## src/rtl/eq_scheduler_if.sv

```systemverilog
// Request/result bundle for the time-shared equation scheduler.
interface eq_scheduler_if;
  logic        start;
  logic [1:0]  eq_sel;
  logic [7:0]  x1;
  logic [7:0]  x2;
  logic [7:0]  v;
  logic [7:0]  t;
  logic [7:0]  c;
  logic [15:0] A;
  logic [15:0] B;
  logic        busy;
  logic        done;
  logic [7:0]  eq_count;

  modport master (
    output start, eq_sel, x1, x2, v, t, c,
    input  A, B, busy, done, eq_count
  );

  modport slave (
    input  start, eq_sel, x1, x2, v, t, c,
    output A, B, busy, done, eq_count
  );
endinterface

```

## src/rtl/eq_scheduler.sv

```systemverilog
// Evaluates A = x1 + v*t and B = x2 + c*t through one shared multiplier and adder.
//   state   | meaning
//   IDLE    | waiting for start with a nonzero eq_sel
//   MUL_A   | prod <= v*t
//   ADD_A   | A <= x1 + prod
//   MUL_B   | prod <= c*t
//   ADD_B   | B <= x2 + prod
//   DONE    | done pulse, count the request
module eq_scheduler (
  input  logic          clk,
  input  logic          rst_n,
  eq_scheduler_if.slave bus
);

  typedef enum logic [2:0] {
    S_IDLE, S_MUL_A, S_ADD_A, S_MUL_B, S_ADD_B, S_DONE
  } state_t;

  state_t      r_state;
  logic [7:0]  r_x1, r_x2, r_v, r_t, r_c;
  logic [1:0]  r_sel;
  logic [15:0] r_prod;
  logic [15:0] r_a, r_b;
  logic        r_busy, r_done;
  logic [7:0]  r_cnt;

  logic [7:0]  w_mul_in;
  logic [15:0] w_prod;
  logic [7:0]  w_add_in;
  logic [15:0] w_sum;

  // Operand muxes in front of the single multiplier and single adder.
  assign w_mul_in = (r_state == S_MUL_A) ? r_v : r_c;
  assign w_prod   = {8'h00, w_mul_in} * {8'h00, r_t};
  assign w_add_in = (r_state == S_ADD_A) ? r_x1 : r_x2;
  assign w_sum    = {8'h00, w_add_in} + r_prod;

  always_ff @(posedge clk or negedge rst_n) begin
    if (!rst_n) begin
      r_state <= S_IDLE;
      r_x1    <= 8'h00;
      r_x2    <= 8'h00;
      r_v     <= 8'h00;
      r_t     <= 8'h00;
      r_c     <= 8'h00;
      r_sel   <= 2'b00;
      r_prod  <= 16'h0000;
      r_a     <= 16'h0000;
      r_b     <= 16'h0000;
      r_busy  <= 1'b0;
      r_done  <= 1'b0;
      r_cnt   <= 8'h00;
    end else begin
      case (r_state)
        S_IDLE: begin
          if (bus.start && (bus.eq_sel != 2'b00)) begin
            r_x1    <= bus.x1;
            r_x2    <= bus.x2;
            r_v     <= bus.v;
            r_t     <= bus.t;
            r_c     <= bus.c;
            r_sel   <= bus.eq_sel;
            r_busy  <= 1'b1;
            r_state <= bus.eq_sel[0] ? S_MUL_A : S_MUL_B;
          end
        end
        S_MUL_A: begin
          r_prod  <= w_prod;
          r_state <= S_ADD_A;
        end
        S_ADD_A: begin
          r_a <= w_sum;
          if (r_sel[1]) begin
            r_state <= S_MUL_B;
          end else begin
            r_state <= S_DONE;
            r_done  <= 1'b1;
          end
        end
        S_MUL_B: begin
          r_prod  <= w_prod;
          r_state <= S_ADD_B;
        end
        S_ADD_B: begin
          r_b     <= w_sum;
          r_state <= S_DONE;
          r_done  <= 1'b1;
        end
        S_DONE: begin
          r_cnt   <= r_cnt + 8'd1;
          r_done  <= 1'b0;
          r_busy  <= 1'b0;
          r_state <= S_IDLE;
        end
        default: begin
          r_done  <= 1'b0;
          r_busy  <= 1'b0;
          r_state <= S_IDLE;
        end
      endcase
    end
  end

  assign bus.A        = r_a;
  assign bus.B        = r_b;
  assign bus.busy     = r_busy;
  assign bus.done     = r_done;
  assign bus.eq_count = r_cnt;

endmodule

```

## src/flat_wrapper.sv

```systemverilog
// flat-port wrapper written by rule: the top's interface ports become plain ports
module eq_scheduler_flat 
  (clk, rst_n, bus_start, bus_eq_sel, bus_x1, bus_x2, bus_v, bus_t, bus_c, bus_A, bus_B, bus_busy, bus_done, bus_eq_count);
  eq_scheduler_if bus_i ();
  input  logic clk;
  input  logic rst_n;
  input wire logic [$bits(bus_i.start)-1:0] bus_start;
  input wire logic [$bits(bus_i.eq_sel)-1:0] bus_eq_sel;
  input wire logic [$bits(bus_i.x1)-1:0] bus_x1;
  input wire logic [$bits(bus_i.x2)-1:0] bus_x2;
  input wire logic [$bits(bus_i.v)-1:0] bus_v;
  input wire logic [$bits(bus_i.t)-1:0] bus_t;
  input wire logic [$bits(bus_i.c)-1:0] bus_c;
  output wire logic [$bits(bus_i.A)-1:0] bus_A;
  output wire logic [$bits(bus_i.B)-1:0] bus_B;
  output wire logic [$bits(bus_i.busy)-1:0] bus_busy;
  output wire logic [$bits(bus_i.done)-1:0] bus_done;
  output wire logic [$bits(bus_i.eq_count)-1:0] bus_eq_count;
  assign bus_i.start = bus_start;
  assign bus_i.eq_sel = bus_eq_sel;
  assign bus_i.x1 = bus_x1;
  assign bus_i.x2 = bus_x2;
  assign bus_i.v = bus_v;
  assign bus_i.t = bus_t;
  assign bus_i.c = bus_c;
  assign bus_A = bus_i.A;
  assign bus_B = bus_i.B;
  assign bus_busy = bus_i.busy;
  assign bus_done = bus_i.done;
  assign bus_eq_count = bus_i.eq_count;
  eq_scheduler u_core (.clk(clk), .rst_n(rst_n), .bus(bus_i));
endmodule
```

## config.mk

```make
export PLATFORM = sky130hd
export DESIGN_NAME = eq_scheduler_flat
export DESIGN_NICKNAME = d
export VERILOG_FILES = /design/src/rtl/eq_scheduler_if.sv /design/src/rtl/eq_scheduler.sv /design/src/flat_wrapper.sv
export SDC_FILE = /design/constraint.sdc
export NUM_CORES = 1
export LEC_CHECK = 0
export CAP_MARGIN = 15
export CORE_MARGIN = 3
export CORE_UTILIZATION = 30
export CTS_CLUSTER_DIAMETER = 150
export DETAILED_ROUTE_END_ITERATION = 8
export PLACE_DENSITY = 0.53
export SYNTH_ARGS = -nofsm -noshare
export SYNTH_HDL_FRONTEND = slang
export SYNTH_SLANG_ARGS = --single-unit
export TNS_END_PERCENT = 50
```

## constraint.sdc

```tcl
create_clock -name clk -period 8.5 [get_ports clk]
set_clock_uncertainty 0.2 [all_clocks]
set_input_delay 1.275 -clock clk [delete_from_list [all_inputs] [get_ports clk]]
set_output_delay 1.275 -clock clk [all_outputs]
set_load 0.02 [all_outputs]
```

==> results.yml, run 1 <==
clock_tree:
  cts_made_buffers: 9
  cts_buffer_depth: 2
  clock-sinks: 102
  cts_root_buffer: "clkbuf_16"
  cts_resized: 0
  htree_levels: 3
  clk_pin_slew_worst_paths_ns: 0.08
  cts_setup_buffers: 0
  worstSkewPairLatency_ns: 0.36
  hold_buffers: 0
  cts_tree: "done"
global_route:
  grt_pass1_vias: 4806
  overflow: 0
  grt_pass1_wl_mm: 23.7
  grtUsageTotal: 0.122
  antenna_found_initial: 0
  grt_start_max_net_pins: 57
finish:
  antenna_cells: 0
  drive_gt1_frac: 0.120
  final_nets: 820
  regArea_um2: 2550
  final_common_cell: "dfrtp_1"
  finalNonFillerCells: 973
  syn2layout_area_growth_pct: 22.9
  multi_input_area_um2: 3700
  nFillCells: 2105
  final_cell_mix: "dfrtp_1 (102), clkdlybuf4s50_1 (85), nand2_1 (61), mux2_2 (57), inv_1 (57)"
worst_setup_path:
  crit_required_ns: 8.51
  crit_end: "u_core.r_prod[15]"
  rr_endpoint: "u_core.r_prod[15]"
  startpoint_type: "flip-flop"
  cp_max_fo: 30
  crit_type: "reg -> reg"
  ff2ff_setup_slack_ns: 1.65
  crit_arrival_ns: 6.86
  crit_path_end_kind: "flip-flop"
  r2r_start: "u_core.r_state[2]"
  crit_start: "u_core.r_state[2]"
  reg2reg_depth: 18
synthesis:
  syn-num-nets: 737
  synth-seq-cells: 102
  yosysWarningCount: 0
  synth_area_um2: 6540
  synth_ff_type: "dfrtp_1"
  async_flop_share: 1.00
  synth.distinct_cells: 47
  ys_seq_area_frac: 0.391
  synth_cells: 610
  postSynthAreaPerCell_um2: 10.7
  synth_edf_count: 0
placed_design:
  pre_cts_slack_ns: 1.63
  placedCellCount: 956
  place_congestion: 0.789
  portBuffers: 86
  dp_hpwl_mm: 10.8
floorplan:
  dieArea_um2: 23600
  initial_core_util: 0.308
  core_area_um2: 21200
  num_io_pins: 87
  die_h_um: 154
  num_rows: 53
  fp.dieW_um: 154
sta:
  tightest_slew_ns: 0.994
  fin_crit_sh: 0.806
  setup_tns_ns: 0
  fin_crit_ns: 6.85
  fin_ws_ns: 1.65
  finalHoldViolations: 0
  rsz0062_at_grt: "false"
  setup_viol_count_final: 0
  max_freq_ghz: 0.146
  relSlewSlack: 0.337
  drv_slew: 0
worst_hold_path:
  hp-start: "u_core.bus.eq_count[7]"
  hp-class: "reg -> reg"
route:
  drtIter0Drc: 88
  drc: 0
  drt_pre_antenna_iters: 4
  routed_wl_mm: 13.8
  avgRoutedWirePerCell_um: 14.2
  vias: 4454
  viasPerCell: 4.58
  antenna_left: 0
run_status:
  status: "finished, final reports clean"
flow_run:
  drv_cap: 0
-- cells by family after synthesis --
kind of cell | after synthesis | share of synthesized area
and+or+nand+nor | 158 | 0.122
DFF | 102 | 0.391
AOI/OAI and AO/OA | 95 | 0.0892
adders and majority gates | 82 | 0.200
buffers and inverters | 75 | 0.0440
muxes | 65 | 0.110
xor gates and xnor gates | 33 | 0.0442
-- worst max-delay path: stages (launching register included) --
cell      delay [ns]
dfrtp_1         0.54
nand2b_1        0.68
nor2_2          0.64
mux2i_1         0.66
nand2b_1        0.21
fa_1            0.45
fa_1            0.55
inv_1           0.05
fa_1            0.52
inv_1           0.05
fa_1            0.52
inv_1           0.04
ha_1            0.34
o211a_1         0.15
o31a_1          0.12
o41a_1          0.44
a311oi_2        0.28
xnor2_1         0.17
o21ai_2         0.06
-- state kept, by name, indices dropped and copies added (netlist names) --
signal / count
u_core.bus.done: 1
u_core.bus.A: 16
u_core.r_t: 8
u_core.bus.busy: 1
u_core.bus.B: 16
u_core.r_c: 8
u_core.r_x2: 8
u_core.bus.eq_count: 8
u_core.r_x1: 8
u_core.r_state: 3
u_core.r_prod: 16
u_core.r_sel: 1
u_core.r_v: 8
-- worst min path at each step --
stage	endpoint	cells past startpoint
after floorplan	u_core.r_prod[0]	2
after global placement	u_core.bus.A[10]	2
after detailed placement	u_core.bus.eq_count[7]	1
after CTS	u_core.bus.eq_count[7]	1
after global routing	u_core.bus.eq_count[7]	1
final	u_core.bus.eq_count[7]	1
-- final cells by class --
cell class | instances | share of cell area
Multi-Input combinational cell | 433 | 0.461
Sequential cell | 102 | 0.318
Timing Repair Buffer | 90 | 0.111
Tap cell | 275 | 0.0429
Clock buffer | 9 | 0.0281
Inverter | 57 | 0.0266
Clock inverter | 7 | 0.0122
-- stage by stage --
step | hold WS (ns) | instance area [um2] | util
6_report | 0.272 | 8030 | 0.378
5_1_grt | 0.306 | 8030 | 0.378
4_1_cts | 0.280 | 8020 | 0.378
3_5_place_dp | 0.270 | 7690 | 0.363
3_3_place_gp | 0.265 | 7690 | 0.363
2_1_floorplan | 0.255 | 6540 | -
-- synthesized netlist by cell type, types with 3 or more instances --
library cell	number	area, um2
a211oi_1	3	22.5
a21o_1	7	52.6
a21oi_1	10	50.1
and2_1	11	68.8
and3_1	3	18.8
buf_2	5	25.0
clkbuf_1	13	48.8
dfrtp_1	102	2550
fa_1	37	741
ha_1	45	563
inv_1	57	214
mux2_2	57	642
mux2i_1	8	80.1
nand2_1	61	229
nand2b_1	10	62.6
nand3_1	4	20.0
nor2_1	18	67.6
nor2b_1	38	238
nor3_1	3	15.0
o21a_1	4	30.0
o21ai_0	52	260
o21bai_1	3	22.5
xnor2_1	20	175
xor2_1	13	114
-- per-layer routing --
layer  wire length, um  global-route usage
met1              6710               0.162
met2              6410               0.202
met3               596              0.0296
met4               125              0.0269
met5                 0                   0
Power of run 1 is left out: the tool's default activity adds up to more than one toggle a clock period on the data nets, which glitch-free logic cannot reach.
==> run 2: changes to the inputs <==
==> constraint.sdc (replaced) <==
create_clock -name clk -period 6.7 [get_ports clk]
set_clock_uncertainty 0.2 [all_clocks]
set_input_delay 1.005 -clock clk [delete_from_list [all_inputs] [get_ports clk]]
set_output_delay 1.005 -clock clk [all_outputs]
set_load 0.02 [all_outputs]
==> results.yml, run 2 (synthesis gave the netlist of run 1 again) <==
global_route:
  grtUsageTotal: 0.121
  overflow: 0
  grt_pass1_vias: 4671
  antenna_found_initial: 0
  grt_start_max_net_pins: 57
  grt_pass1_wl_mm: 23.4
worst_setup_path:
  ff2ff_setup_slack_ns: 0.50
  crit_required_ns: 6.75
  crit_path_end_kind: "flip-flop"
  reg2reg_depth: 18
  startpoint_type: "flip-flop"
  r2r_start: "u_core.r_state[2]"
  crit_type: "reg -> reg"
  cp_max_fo: 15
  crit_start: "u_core.r_state[2]"
  crit_arrival_ns: 6.24
clock_tree:
  cts_tree: "done"
  worstSkewPairLatency_ns: 0.36
  clk_pin_slew_worst_paths_ns: 0.08
  cts_buffer_depth: 2
  cts_setup_buffers: 0
  cts_made_buffers: 9
  htree_levels: 3
  cts_root_buffer: "clkbuf_16"
  hold_buffers: 0
  clock-sinks: 102
  cts_resized: 0
floorplan:
  num_io_pins: 87
  fp.dieW_um: 154
  num_rows: 53
  dieArea_um2: 23600
  die_h_um: 154
  initial_core_util: 0.308
  core_area_um2: 21200
sta:
  fin_crit_sh: 0.925
  finalHoldViolations: 0
  max_freq_ghz: 0.161
  tightest_slew_ns: 1.07
  fin_crit_ns: 6.20
  setup_tns_ns: 0
  setup_viol_count_final: 0
  rsz0062_at_grt: "false"
  relSlewSlack: 0.284
  drv_slew: 0
route:
  avgRoutedWirePerCell_um: 14.0
  drtIter0Drc: 140
  drt_pre_antenna_iters: 4
  vias: 4393
  routed_wl_mm: 13.7
  drc: 0
  viasPerCell: 4.50
  antenna_left: 0
worst_hold_path:
  hp-start: "u_core.bus.eq_count[7]"
  hp-class: "reg -> reg"
  min_path_cells: 1
finish:
  final_cell_mix: "dfrtp_1 (102), clkdlybuf4s50_1 (85), nand2_1 (61), mux2_2 (57), inv_1 (57)"
  reg_top3: "u_core.bus.A (16), u_core.bus.B (16), u_core.r_prod (16)"
  nFillCells: 2097
  final_common_cell: "dfrtp_1"
  antenna_cells: 0
  drive_gt1_frac: 0.124
  final_nets: 823
  syn2layout_area_growth_pct: 22.9
  postLayoutCellArea_um2: 8030
flow_run:
  drv_cap: 0
placed_design:
  dp_hpwl_mm: 10.8
  placed_area_um2: 7720
  place_congestion: 0.780
  portBuffers: 86
run_status:
  status: "finished, final reports clean"
[run 2: changes by cell type in the layout (fill, tap and decap cells not counted), sizes merged]
| cell | change |
|---|---|
| buf | +3 |
| bufinv | -1 |
| clkinv | +2 |
| inv | -1 |
[run 2: layout make-up]
cell class | count | area, um2 | area share
clock buffers | 9 | 225 | 0.0280
clock inverters | 7 | 83.8 | 0.0104
multi-input cells | 433 | 3700 | 0.461
flip-flops and latches | 102 | 2550 | 0.318
repair buffers | 93 | 911 | 0.113
well taps | 275 | 344 | 0.0428
inverters | 57 | 214 | 0.0266
[run 2: stage by stage]
stage / hold slack [ns] / setup WS [ns] / util / instances
after detailed placement: 0.270 / 0.520 / 0.364 / 960
final: 0.275 / 0.501 / 0.379 / 976
after global routing: 0.306 / 0.170 / 0.379 / 976
after CTS: 0.280 / 0.517 / 0.379 / 976
after floorplan: 0.255 / 1.18 / - / 610
after global placement: 0.265 / 0.661 / 0.364 / 960
[run 2: layer usage]
layer,vias to the layer above,track usage,share of wire
li1,2213,-,-
met1,2087,0.166,0.50
met2,77,0.192,0.44
met3,16,0.0270,0.038
met4,0,0.0336,0.015
met5,-,0,0
[run 2: worst paths after layout]
kind                                           to
setup / recovery                u_core.r_prod[15]
hold / removal             u_core.bus.eq_count[7]
setup reg to reg                u_core.r_prod[15]
hold reg to reg            u_core.bus.eq_count[7]
max in group asynchronous         u_core.bus.A[1]
min in group asynchronous           u_core.r_t[6]
[run 2: worst max-delay path, stage by stage, from the launching register on]
cell and delay [ns]:
dfrtp_1 0.54, nand2b_1 0.25, nor2_2 0.43, mux2i_1 0.70
nand2b_1 0.21, fa_1 0.45, fa_1 0.54, inv_1 0.05
fa_1 0.52, inv_1 0.05, fa_1 0.53, inv_1 0.04
ha_1 0.34, o211a_1 0.15, o31a_1 0.12, o41a_1 0.45
a311oi_2 0.28, xnor2_1 0.16, o21ai_2 0.06
Power of run 2 is left out for the same reason.
==> run 3: changes to the inputs <==
--- a/config.mk
+++ b/config.mk
@@ -5,12 +5,13 @@
 export SDC_FILE = /design/constraint.sdc
 export NUM_CORES = 1
 export LEC_CHECK = 0
-export CAP_MARGIN = 15
-export CORE_MARGIN = 3
+export CELL_PAD_IN_SITES_DETAIL_PLACEMENT = 0
+export CELL_PAD_IN_SITES_GLOBAL_PLACEMENT = 1
+export CORE_MARGIN = 8
 export CORE_UTILIZATION = 30
 export CTS_CLUSTER_DIAMETER = 150
 export DETAILED_ROUTE_END_ITERATION = 8
-export PLACE_DENSITY = 0.53
+export PLACE_DENSITY = 0.63
 export SYNTH_ARGS = -nofsm -noshare
 export SYNTH_HDL_FRONTEND = slang
 export SYNTH_SLANG_ARGS = --single-unit
==> results.yml, run 3 (synthesis gave the netlist of run 1 again) <==
global_route:
  antenna_found_initial: 0
  overflow: 0
  grt_start_max_net_pins: 55
  grt_pass1_wl_mm: 24.3
  grt_pass1_vias: 4708
  grtUsageTotal: 0.113
finish:
  utilization: 0.371
  syn2layout_area_growth_pct: 22.9
  final_nets: 822
  nFillCells: 2194
  multi_input_area_um2: 3700
  drive_gt1_frac: 0.123
  antenna_cells: 0
  reg_top3: "u_core.bus.A (16), u_core.bus.B (16), u_core.r_prod (16)"
  final_cell_mix: "dfrtp_1 (102), clkdlybuf4s50_1 (85), nand2_1 (61), mux2_2 (57), inv_1 (57)"
  final_common_cell: "dfrtp_1"
  regArea_um2: 2550
floorplan:
  initial_core_util: 0.302
  fp.dieW_um: 164
  num_rows: 54
  die_h_um: 164
  dieArea_um2: 26800
  core_area_um2: 21600
  num_io_pins: 87
clock_tree:
  cts_tree: "done"
  worstSkewPairLatency_ns: 0.35
  hold_buffers: 0
  cts_resized: 0
  cts_made_buffers: 9
  clock-sinks: 102
  htree_levels: 3
  clk_pin_slew_worst_paths_ns: 0.08
  cts_root_buffer: "clkbuf_16"
  cts_setup_buffers: 0
  cts_buffer_depth: 2
placed_design:
  portBuffers: 86
  pre_cts_slack_ns: 0.404
  place_congestion: 0.777
  dp_hpwl_mm: 11.1
sta:
  drv_slew: 0
  fin_crit_sh: 0.931
  max_freq_ghz: 0.160
  tightest_slew_ns: 0.934
  setup_tns_ns: 0
  fin_crit_ns: 6.24
  finalHoldViolations: 0
  rsz0062_at_grt: "false"
  fin_ws_ns: 0.461
  hold_slack_ns: 0.275
  relSlewSlack: 0.376
  setup_viol_count_final: 0
worst_hold_path:
  hp-start: "u_core.bus.eq_count[7]"
  min_path_cells: 1
  hp-class: "reg -> reg"
  min_to: "u_core.bus.eq_count[7]"
route:
  drt_pre_antenna_iters: 4
  drtIter0Drc: 147
  antenna_left: 0
  routed_wl_mm: 14.2
  viasPerCell: 4.55
  avgRoutedWirePerCell_um: 14.5
  vias: 4456
  drc: 0
flow_run:
  drv_cap: 0
worst_setup_path:
  ff2ff_setup_slack_ns: 0.46
  r2r_start: "u_core.r_state[2]"
  startpoint_type: "flip-flop"
  crit_arrival_ns: 6.27
  crit_path_end_kind: "flip-flop"
  cp_max_fo: 15
  crit_required_ns: 6.73
  crit_type: "reg -> reg"
  reg2reg_depth: 17
  rr_endpoint: "u_core.r_prod[13]"
run_status:
  status: "finished, final reports clean"
[run 3: cell type report]
class,instances,area share
timing repair buffer,92,0.112
clock inverter,7,0.0101
multi-input combinational,433,0.461
clock buffer,9,0.0280
sequential,102,0.318
inverter,57,0.0266
tap,280,0.0436
[run 3: how the worst max path moves through the flow]
stage,to,start,slack (ns),cells after the start
2_1_floorplan,u_core.r_prod[15],u_core.r_state[1],1.18,18
3_3_place_gp,u_core.r_prod[15],u_core.r_state[2],0.54,18
3_5_place_dp,u_core.r_prod[15],u_core.r_state[2],0.40,17
4_1_cts,u_core.r_prod[13],u_core.r_state[2],0.41,17
5_1_grt,u_core.r_prod[13],u_core.r_state[2],0.06,18
6_report,u_core.r_prod[13],u_core.r_state[2],0.46,17
[run 3: per-stage QoR]
step	cell area, um2	std cells
after floorplan	6540	610
after global placement	7720	964
after detailed placement	7720	964
after CTS	8030	980
after global routing	8030	980
final	8030	980
[run 3: per-layer routing]
layer	GRT usage	part of all wire	wire (um)	vias up
li1	-	-	-	2212
met3	0.0325	0.049	696	13
met2	0.174	0.43	6180	84
met4	0.0285	0.012	166	0
met1	0.151	0.50	7160	2147
met5	0	0	0	-
[run 3: worst max-delay path, cell delays in order (launching register included)]
cell	delay, ns
dfrtp_1	0.53
nand2b_1	0.25
nor2_2	0.51
mux2i_1	0.79
nor2b_1	0.13
fa_1	0.54
fa_1	0.44
fa_1	0.55
inv_1	0.06
fa_1	0.53
inv_1	0.04
ha_1	0.34
o211a_1	0.13
o31a_1	0.12
o41a_1	0.44
a21oi_1	0.21
mux2i_1	0.21
o21ai_0	0.09
Power of run 3 is left out for the same reason.
